===== config.mk =====
export PLATFORM = sky130hd
export DESIGN_NAME = ex_stage_pipe
export DESIGN_NICKNAME = d
export VERILOG_FILES = /design/src/rtl/ex_stage_pipe.sv
export SDC_FILE = /design/constraint.sdc
export NUM_CORES = 1
export LEC_CHECK = 0
export ABC_AREA = 1
export ABC_CLOCK_PERIOD_IN_PS = 2240
export CAP_MARGIN = 15
export CORE_ASPECT_RATIO = 0.75
export CORE_MARGIN = 2
export CORE_UTILIZATION = 25
export CTS_CLUSTER_DIAMETER = 80
export DETAILED_ROUTE_END_ITERATION = 12
export PLACE_DENSITY = 0.51
export SLEW_MARGIN = 25
export SYNTH_ARGS = -nofsm -noshare
export SYNTH_HDL_FRONTEND = slang
export SYNTH_SLANG_ARGS = --single-unit

===== constraint.sdc =====
create_clock -name i_clk -period 2.24 [get_ports i_clk]
set_input_delay 0.56 -clock i_clk [delete_from_list [all_inputs] [get_ports i_clk]]
set_output_delay 0.56 -clock i_clk [all_outputs]
set_load 0.005 [all_outputs]

===== src/rtl/ex_stage_pipe.sv =====
// ID->EX stage register with a 2-entry skid buffer: 1-cycle latency, 1 transfer/cycle, o_ready registered (!skid valid).
// Optional NOVA_STAGE_PERF_EN adds o_stall_cnt, a saturating count of cycles held by downstream back-pressure.
module ex_stage_pipe #(
  parameter int unsigned       XLEN         = 32,
  parameter int unsigned       CTRL_W       = 16,
  parameter logic [XLEN-1:0]   RESET_VECTOR = 32'h0000_0000,
  parameter logic [CTRL_W-1:0] CTRL_RESET   = {CTRL_W{1'b0}}
) (
  input  logic                   i_clk,
  input  logic                   i_reset_n,
  input  logic                   i_flush,
  input  logic                   i_valid,
  output logic                   o_ready,
  input  logic [XLEN-1:0]        i_pc,
  input  logic [CTRL_W-1:0]      i_ctrl,
  input  logic signed [XLEN-1:0] i_rs1,
  input  logic signed [XLEN-1:0] i_rs2,
  input  logic signed [XLEN-1:0] i_imm,
  output logic                   o_valid,
  input  logic                   i_ready,
  output logic [XLEN-1:0]        o_pc,
  output logic [CTRL_W-1:0]      o_ctrl,
  output logic signed [XLEN-1:0] o_rs1,
  output logic signed [XLEN-1:0] o_rs2,
  output logic signed [XLEN-1:0] o_imm
`ifdef NOVA_STAGE_PERF_EN
  ,
  output logic [31:0]            o_stall_cnt
`endif
);

  typedef struct packed {
    logic [XLEN-1:0]   pc;
    logic [CTRL_W-1:0] ctrl;
    logic [XLEN-1:0]   rs1;
    logic [XLEN-1:0]   rs2;
    logic [XLEN-1:0]   imm;
  } pay_t;

  localparam pay_t PAY_RESET = '{pc: RESET_VECTOR, ctrl: CTRL_RESET,
                                 rs1: '0, rs2: '0, imm: '0};

  pay_t m_q;
  pay_t s_q;
  pay_t in_pay;
  logic m_vld_q;
  logic s_vld_q;
  logic accept;
  logic take;

  assign in_pay = '{pc: i_pc, ctrl: i_ctrl, rs1: i_rs1, rs2: i_rs2, imm: i_imm};

  assign o_ready = !s_vld_q;
  assign o_valid = m_vld_q;
  assign accept  = i_valid & o_ready;
  assign take    = m_vld_q & i_ready;

  always_ff @(posedge i_clk) begin
    if (!i_reset_n || i_flush) begin
      m_vld_q <= 1'b0;
      s_vld_q <= 1'b0;
      m_q     <= PAY_RESET;
      s_q     <= PAY_RESET;
    end else if (!m_vld_q) begin
      if (accept) begin
        m_q     <= in_pay;
        m_vld_q <= 1'b1;
      end
    end else if (!s_vld_q) begin
      // BUSY: a take frees M for the new payload; otherwise it parks in S
      if (accept && take) begin
        m_q <= in_pay;
      end else if (accept) begin
        s_q     <= in_pay;
        s_vld_q <= 1'b1;
      end else if (take) begin
        m_vld_q <= 1'b0;
      end
    end else if (take) begin
      m_q     <= s_q;
      s_vld_q <= 1'b0;
    end
  end

  assign o_pc   = m_q.pc;
  assign o_ctrl = m_q.ctrl;
  assign o_rs1  = m_q.rs1;
  assign o_rs2  = m_q.rs2;
  assign o_imm  = m_q.imm;

`ifdef NOVA_STAGE_PERF_EN
  logic [31:0] stall_cnt_q;

  // flush deliberately leaves the counter alone
  always_ff @(posedge i_clk) begin
    if (!i_reset_n) begin
      stall_cnt_q <= '0;
    end else if (m_vld_q && !i_ready && (stall_cnt_q != 32'hFFFF_FFFF)) begin
      stall_cnt_q <= stall_cnt_q + 32'd1;
    end
  end

  assign o_stall_cnt = stall_cnt_q;
`endif

endmodule


==> impl_metrics.toml, run 1 <==
[sta]
worstMarginPinSlew_ns = 0.736
rsz0062_at_grt = "no"
max_freq_mhz = 474
tns_ns = 0
final-setup-viol-count = 0
clock-skew-final_ns = 0.00853
maxSlewHeadroom_pct = 50.9
report.final.slew_viol_count = 0
finalHoldViolCount = 0
min_period_over_period_pct = 94.1
period_needed_ns = 2.11

[cts]
cts_made_buffers = 35
holdBufCountCts = 0
cts.sinks = 290
clockBufferDepth = 3
htreeDepth = 2
clkTransAtPathRegs_ns = 0.06
cts_tree = "yes"
post-cts-setup-buffers = 0
insertion_delay_ns = 0.53
cts_resized = 0
cts_root_buf = "clkbuf_16"

[die]
dieArea_um2 = 54000
core.rowCount = 72
ios = 295
coreArea_um2 = 51500
start_util_pct = 25.3
dieWidth_um = 268
die_height_um = 202

[route]
post_drt_wl_per_cell_um = 13.8
route.detailed.drc = 0
dr.pass1.iters = 5
top_layer = "met5"
wl_met2_um = 17900
drtIter0Drc = 819
viasPerCell = 4.25
routed_wl_um = 41400
wl_met3_um = 2500
wl_met1_um = 20100
drtAntennaViolNets = 0
via_count = 12800

[global_routing]
grt_usage_pct = 15.1
grt_max_degree = 83
overflow = 0
grt_pass1_wl_um = 65600
antenna_found_initial = 2
grt_pass1_vias = 12000

[final_layout]
fin_util_pct = 34.7
final_nets = 2427
syn2layout_area_growth_pct = 37.3
drive_above_1_share_pct = 4.74
instances_no_fill = 3002

[yosys]
yosysSeqAreaShare_pct = 44.6
yosys_warnings = 0
synth_fp_nets = 2187
yosysTopAreaCellShare_pct = 44.6
synth_cells = 2038
synth-seq-cells = 290
synthTopCellsByArea = "dfxtp_1, nand2_1, nor2_1"
synth.cell_area_um2 = 13000
synth.distinct_cells = 20
avgSynthCellArea_um2 = 6.39
synth.largest_area_cell = "dfxtp_1"

[worst_setup_path]
crit_buf_inv = 2
worstSetupStartpointType = "flip-flop"
crit_path_top_delay_cell = "clkdlybuf4s50_1"
path_cells = "inv_2 -> clkdlybuf4s50_1"
cp_max_fo = 13
crit_type = "reg2out"
required_ns = 1.68
endpoint_kind = "primary output"
cp.arrival_ns = 1.55
cpLargestDelayFamily = "buffers and inverters"
slowest_delay_ns = 0.50

[power_and_ir_drop]
p_leak_nw = 7.66
power.density_nw_per_um2 = 705
ir_drop_mv = 0.392

[placed_design]
hpwlAfterDp_um = 26800
place_inst = 2944
finalWeightedCongestion = 0.748
portBuffers = 294

[hold_path]
hold_path_class = "reg2reg"

[run]
drv_cap = 0

[outcome]
status = "finished clean"
[report_power, final]
group / switching (W) / total (W) / internal [W]
Sequential: 0.0000948 / 0.00540 / 0.00531
Combinational: 0.000765 / 0.00151 / 0.000750
Clock: 0.00221 / 0.00569 / 0.00348
[worst reg2reg max path: cells and delay by family, from the launching register on]
| kind | cells | cell delay, ns |
|---|---|---|
| AND/OR/NAND/NOR | 6 | 0.73 |
| flip-flops | 1 | 0.47 |
| buffers and inverters | 2 | 0.38 |
[path summary, 6_finish.rpt]
path | slack (ns) | start | cells past startpoint | to
min | 0.48 | o_pc[6]$_SDFFE_PP0P_ | 2 | o_pc[6]$_SDFFE_PP0P_
min reg2reg | 0.48 | o_pc[6]$_SDFFE_PP0P_ | 2 | o_pc[6]$_SDFFE_PP0P_
max reg2reg | 0.56 | s_vld_q$_SDFFE_PP0P_ | 8 | o_rs2[2]$_SDFFE_PP0P_
max | 0.13 | s_vld_q$_SDFFE_PP0P_ | 2 | o_ready
[cells in the final DEF (no fill, tap or decap)]
master / Yosys / routed
nand2_1: 584 / 583
nor2_1: 576 / 576
clkdlybuf4s50_1: 0 / 294
dfxtp_1: 290 / 288
inv_1: 149 / 149
nand3_1: 144 / 144
o21ai_0: 144 / 144
clkbuf_16: 0 / 37
buf_4: 24 / 27
buf_12: 0 / 23
clkbuf_8: 0 / 8
clkbuf_1: 34 / 7
clkinv_2: 0 / 3
bufinv_16: 0 / 2
dfxtp_4: 0 / 2
diode_2: 0 / 1
inv_2: 2 / 1
nand2_4: 0 / 1
nand2_8: 0 / 1
nor2_4: 1 / 1
nor2_2: 1 / 1
nand3_4: 1 / 1
inv_4: 0 / 1
a31oi_1: 1 / 1
a21oi_1: 1 / 1
nor3_1: 1 / 1
nand3b_1: 1 / 1
[cells in the mapped netlist]
cell type,n
buf_4,24
nor2_2,1
inv_2,2
a31oi_1,1
nand2_1,584
a21oi_1,1
inv_1,149
clkbuf_1,34
o21ai_0,144
nor2_4,1
dfxtp_1,290
nor3_1,1
nor2_1,576
buf_1,7
nand3b_1,1
buf_6,13
nand3_4,1
buf_2,63
nand3_1,144
nand2_2,1
[stage by stage]
| step | power (W) | worst slack (ns) | cell area (um^2) | hold slack, ns |
|---|---|---|---|---|
| detailed placement | 0.00703 | 0.0224 | 16700 | 0.472 |
| global placement | 0.00702 | 0.0534 | 16700 | 0.463 |
| CTS | 0.0128 | 0.0914 | 17900 | 0.483 |
| global route | 0.0132 | 0.0646 | 17900 | 0.499 |
| finish | 0.0126 | 0.132 | 17900 | 0.481 |
| floorplan | 0.00623 | 0.814 | 13000 | 0.455 |
[flip-flops by register name, summed over array words and instances (netlist names)]
| register | count |
|---|---|
| o_rs1 | 32 |
| o_rs2 | 32 |
| o_imm | 32 |
| s_vld_q | 1 |
| s_q | 144 |
| o_valid | 1 |
| o_pc | 32 |
| o_ctrl | 16 |
[routing by layer]
| metal | up-vias | GRT usage, % |
|---|---|---|
| met1 | 5757 | 21.4 |
| met3 | 63 | 3.37 |
| li1 | 6655 | - |
| met5 | - | 0 |
| met4 | 4 | 4.13 |
| met2 | 294 | 23.0 |
[cells by family after synthesis]
| family | share of synthesized area [%] |
|---|---|
| AO/OA/AOI/OAI | 5.62 |
| AND/OR/NAND/NOR | 39.4 |
| buffers and inverters | 10.5 |
| flip-flops | 44.6 |
[cell type report]
cell class,count,area [um^2]
Antenna cell,1,2.50
Clock buffer,52,1060
Clock inverter,5,75.1
Fill cell,5466,33600
Inverter,151,569
Multi-Input combinational cell,1456,5880
Sequential cell,290,5810
Tap cell,703,880
Timing Repair Buffer,344,3610
No activity file was read; power rests on OpenSTA's default activity.
==> inputs of run 2 (changes only) <==
--- a/config.mk
+++ b/config.mk
@@ -9,11 +9,12 @@
 export ABC_CLOCK_PERIOD_IN_PS = 2240
 export CAP_MARGIN = 15
 export CORE_ASPECT_RATIO = 0.75
-export CORE_MARGIN = 2
-export CORE_UTILIZATION = 25
+export CORE_MARGIN = 10
+export CORE_UTILIZATION = 37
 export CTS_CLUSTER_DIAMETER = 80
 export DETAILED_ROUTE_END_ITERATION = 12
-export PLACE_DENSITY = 0.51
+export PLACE_DENSITY = 0.67
+export SETUP_SLACK_MARGIN = 0.5
 export SLEW_MARGIN = 25
 export SYNTH_ARGS = -nofsm -noshare
 export SYNTH_HDL_FRONTEND = slang
==> run 2 against run 1 <==
Critical path type unchanged. Worst setup slack better by 0.40 ns. Global-route usage grew 2.4 points. Clock-buffer cell count decreased by 9. Critical endpoint is now o_pc[9].
==> impl_metrics.toml, run 2 (synthesis results as in run 1) <==
[power_and_ir_drop]
finalPower_w = 0.0124
p_leak_nw = 7.85
power.density_nw_per_um2 = 717
ir_drop_mv = 0.611

[cts]
clockBufferDepth = 3
cts.sinks = 290
htreeDepth = 1
cts_made_buffers = 30
cts_root_buf = "clkbuf_16"
clkTransAtPathRegs_ns = 0.06
insertion_delay_ns = 0.56
holdBufCountCts = 0
cts_tree = "yes"

[worst_setup_path]
crit_buf_inv = 1
required_ns = 1.68
crit_path_start = "o_pc[9]$_SDFFE_PP0P_"
crit_path_top_delay_cell = "dfxtp_1"
endpoint_kind = "primary output"
cp_max_fo = 2
cp.arrival_ns = 1.14
crit_type = "reg2out"
r2r_slack_ns = 0.65
reg2reg_depth = 5
cpLargestDelayFamily = "flip-flops"
worstReg2RegStart = "o_valid$_SDFF_PP0_"
worst_r2r_endpoint = "s_q[78]$_SDFFE_PP0P_"
path_cells = "dlygate4sd2_1"
worstSetupStartpointType = "flip-flop"
slowest_delay_ns = 0.32

[sta]
worstMarginPinSlew_ns = 0.671
clock-skew-final_ns = 0.00863
finalHoldViolCount = 0
maxSlewHeadroom_pct = 55.2
tns_ns = 0
min_period_over_period_pct = 76.1
final-setup-viol-count = 0
max_freq_mhz = 587
period_needed_ns = 1.70
rsz0062_at_grt = "no"
report.final.slew_viol_count = 0

[outcome]
status = "finished clean"

[final_layout]
final_nets = 2406
largest_reg_flops = 144
final_cell_mix = "nand2_1, nor2_1, dfxtp_1"
largest-register = "s_q"
syn2layout_area_growth_pct = 32.8
nFillCells = 3425
drive_above_1_share_pct = 7.32
layout_commonest_cell = "nand2_1"

[global_routing]
antenna_found_initial = 4
use_met3_pct = 4.19
grt_max_degree = 83
grt_use_met2_pct = 29.3
busiest_layer = "met2"
grt_pass1_wl_um = 63900
grt_pass1_vias = 12000
grt_use_met1_pct = 22.1
grt_usage_pct = 17.6
overflow = 0

[placed_design]
hpwlAfterDp_um = 25900
finalWeightedCongestion = 0.817
portBuffers = 294

[die]
coreArea_um2 = 34700
dieWidth_um = 237
start_util_pct = 37.6
ios = 295
core.rowCount = 59
dieArea_um2 = 43200
die_height_um = 183

[route]
drtIter0Drc = 1008
viasPerCell = 4.66
post_drt_wl_per_cell_um = 14.7
routed_wl_um = 40300
dr.pass1.iters = 5
via_count = 12800
route.detailed.drc = 0
drtAntennaViolNets = 0

[run]
drv_cap = 0

[hold_path]
hold_end = "o_ctrl[13]$_SDFFE_PP0P_"
min_delay_path_depth = 2
hold_start = "o_ctrl[13]$_SDFFE_PP0P_"
hold_path_class = "reg2reg"
-- run 2: cell types whose count changed in the layout (fill, tap and decap cells not counted), moves of 3 or more --
cell | previous run | this run
buf_2 | 0 | 9
buf_4 | 27 | 9
bufinv_16 | 2 | 7
clkbuf_16 | 37 | 31
clkbuf_2 | 0 | 21
clkbuf_8 | 8 | 5
clkdlybuf4s15_1 | 0 | 71
clkdlybuf4s15_2 | 0 | 10
clkdlybuf4s50_1 | 294 | 148
dfxtp_1 | 288 | 252
dfxtp_2 | 0 | 36
dlygate4sd2_1 | 0 | 35
-- run 2: per-stage QoR --
stage	hold slack, ns	area [um^2]	std cells	utilization, %	setup WS [ns]
floorplan	0.455	13000	2038	-	0.814
finish	0.479	17300	2740	49.9	0.536
detailed placement	0.470	16300	2679	47.0	0.0604
global route	0.502	17300	2740	49.9	0.500
CTS	0.484	17400	2735	50.1	0.342
global placement	0.462	16300	2679	47.0	0.102
-- run 2: area by class of cell --
cell class / count / area, um^2 / area share [%]
multi-input combinational: 1456 / 5880 / 34.0
sequential: 290 / 5860 / 33.8
timing repair buffer: 328 / 3310 / 19.1
clock buffer: 43 / 871 / 5.03
tap: 457 / 572 / 3.30
inverter: 151 / 569 / 3.29
clock inverter: 12 / 235 / 1.36
antenna: 3 / 7.51 / 0.0434
-- run 2: worst max path at each step --
stage | end | cells after the start
5_1_grt | o_rs1[3] | 1
6_report | o_pc[9] | 1
3_3_place_gp | o_imm[10]$_SDFFE_PP0P_ | 7
4_1_cts | o_ready | 2
3_5_place_dp | o_imm[14]$_SDFFE_PP0P_ | 8
2_1_floorplan | o_rs2[10]$_SDFFE_PP0P_ | 6
-- run 2: power breakdown --
part / total [W] / internal (W) / switching (W)
combinational: 0.00143 / 0.000669 / 0.000762
clock: 0.00558 / 0.00349 / 0.00209
sequential: 0.00539 / 0.00531 / 0.0000835
-- run 2: layer usage --
layer  vias to the layer above  share of wire (%)
li1                       6606                  -
met1                      5779                 46
met2                       314                 46
met3                        66                6.1
met4                         2                2.3
met5                         -              0.050
-- run 2: repair_timing --
action                                  CTS  global route
buffers inserted                          1             2
gates resized for setup                 287            57
endpoints found under the setup margin  146            59
pin swaps                                 0             0
==> inputs of run 3 (changes only) <==
--- a/config.mk
+++ b/config.mk
@@ -6,14 +6,14 @@
 export NUM_CORES = 1
 export LEC_CHECK = 0
 export ABC_AREA = 1
-export ABC_CLOCK_PERIOD_IN_PS = 2240
+export ABC_CLOCK_PERIOD_IN_PS = 1420
 export CAP_MARGIN = 15
 export CORE_ASPECT_RATIO = 0.75
 export CORE_MARGIN = 10
 export CORE_UTILIZATION = 37
 export CTS_CLUSTER_DIAMETER = 80
 export DETAILED_ROUTE_END_ITERATION = 12
-export PLACE_DENSITY = 0.67
+export PLACE_DENSITY = 0.69
 export SETUP_SLACK_MARGIN = 0.5
 export SLEW_MARGIN = 25
 export SYNTH_ARGS = -nofsm -noshare
==> constraint.sdc (replaced) <==
create_clock -name i_clk -period 1.42 [get_ports i_clk]
set_input_delay 0.355 -clock i_clk [delete_from_list [all_inputs] [get_ports i_clk]]
set_output_delay 0.355 -clock i_clk [all_outputs]
set_load 0.005 [all_outputs]
==> run 3 against run 2 <==
The flow now finishes with violations (setup timing). Die area did not move. Via count up 11%. Clock skew increased by 0.0010 ns.
==> impl_metrics.toml, run 3 (synthesis results as in run 1) <==
[sta]
fin_ws_ns = -0.0759
max_freq_mhz = 668
report.final.slew_viol_count = 0
min_period_over_period_pct = 105
finalHoldViolCount = 0
maxSlewHeadroom_pct = 67.2
rsz0062_at_grt = "yes"
worstMarginPinSlew_ns = 0.491
clock-skew-final_ns = 0.00965
period_needed_ns = 1.50
final-setup-viol-count = 40

[worst_setup_path]
path_cells = "buf_12 -> buf_6"
worstSetupStartpointType = "flip-flop"
slowest_delay_ns = 0.36
crit_path_top_delay_cell = "dfxtp_4"
endpoint_kind = "primary output"
required_ns = 1.07
crit_type = "reg2out"
cpLargestDelayFamily = "flip-flops"
cp_max_fo = 2
crit_buf_inv = 2
cp.arrival_ns = 1.14

[power_and_ir_drop]
ir_drop_mv = 0.809
finalPower_w = 0.0200
power.density_nw_per_um2 = 985
p_leak_nw = 9.06

[final_layout]
instances_no_fill = 2847
layout_commonest_cell = "nand2_1"
final_cell_mix = "nand2_1, nor2_1, inv_1"
largest-register = "s_q"
final_nets = 2514
fin_util_pct = 58.4
largest_reg_flops = 144
drive_above_1_share_pct = 28.5
syn2layout_area_growth_pct = 55.6
nFillCells = 3110

[cts]
cts.sinks = 290
cts_root_buf = "clkbuf_16"
cts_made_buffers = 30
clockBufferDepth = 3
cts_tree = "yes"
holdBufCountCts = 0
insertion_delay_ns = 0.56
clkTransAtPathRegs_ns = 0.06
htreeDepth = 1

[die]
dieArea_um2 = 43200
coreArea_um2 = 34700
core.rowCount = 59
die_height_um = 183
start_util_pct = 37.6
dieWidth_um = 237
ios = 295

[global_routing]
grt_max_degree = 91
grt_pass1_vias = 12400
grt_usage_pct = 18.7
overflow = 0
antenna_found_initial = 4
grt_pass1_wl_um = 67800

[route]
drtAntennaViolNets = 0
top_layer = "met5"
wl_met1_um = 23300
post_drt_wl_per_cell_um = 18.6
route.detailed.drc = 0
via_count = 14200
drtIter0Drc = 1303
dr.pass1.iters = 5
wl_met3_um = 3740
routed_wl_um = 53100
wl_met2_um = 24600
viasPerCell = 4.98

[placed_design]
hpwlAfterDp_um = 26800
finalWeightedCongestion = 0.795
portBuffers = 294
place_inst = 2699

[outcome]
status = "finished, violations left"
violations = "setup timing"

[hold_path]
hold_path_class = "in2reg"

[run]
drv_cap = 0
## run 3: power breakdown
part,internal [W],switching (W),total [W]
Combinational,0.00165,0.00163,0.00328
Sequential,0.00840,0.000171,0.00857
Clock,0.00469,0.00342,0.00811
Total,0.0147,0.00522,0.0200
## run 3: worst min-delay path, cell delays in order
cell	delay, ns
clkdlybuf4s50_1	0.42
o21ai_1	0.13
nor2_1	0.04
## run 3: path summary, 6_finish.rpt
path	from	to	slack (ns)	cells past startpoint
setup / recovery	o_valid$_SDFF_PP0_	o_valid	-0.08	2
setup reg to reg	s_vld_q$_SDFFE_PP0P_	s_q[4]$_SDFFE_PP0P_	-0.07	9
hold reg to reg	s_q[54]$_SDFFE_PP0P_	s_q[54]$_SDFFE_PP0P_	0.47	2
hold / removal	i_pc[20]	s_q[132]$_SDFFE_PP0P_	0.43	3
## run 3: metrics by stage
step | worst slack [ns] | cell area [um^2] | hold WS [ns] | setup TNS (ns)
floorplan | 0.237 | 13200 | 0.455 | 0
global placement | -0.412 | 16500 | 0.461 | -104.07
detailed placement | -0.475 | 16500 | 0.472 | -116.45
CTS | -0.0382 | 18100 | 0.401 | -0.760
global route | -0.119 | 20300 | 0.437 | -10.10
finish | -0.0759 | 20300 | 0.429 | -0.775
## run 3: per-layer routing
metal	up-vias	track usage, %
li1	6874	-
met1	6631	24.0
met2	563	31.3
met3	110	4.14
met4	2	4.27
met5	-	0
## run 3: layout make-up
cell class / instances / area (um^2) / share of cell area [%]
Clock buffer: 42 / 847 / 4.18
Clock inverter: 12 / 141 / 0.697
Inverter: 151 / 596 / 2.94
Multi-Input combinational cell: 1456 / 6610 / 32.6
Tap cell: 457 / 572 / 2.82
Sequential cell: 290 / 5990 / 29.6
Timing Repair inverter: 1 / 16.3 / 0.0802
Antenna cell: 3 / 7.51 / 0.0370
Timing Repair Buffer: 435 / 5490 / 27.1
## run 3: what timing repair did
item | 4_1_cts | 5_1_grt
buffers inserted | 15 | 15
endpoints found under the setup margin | 436 | 436
gates cloned | 6 | 55
pin swaps | 4 | 56
gates resized for setup | 879 | 304
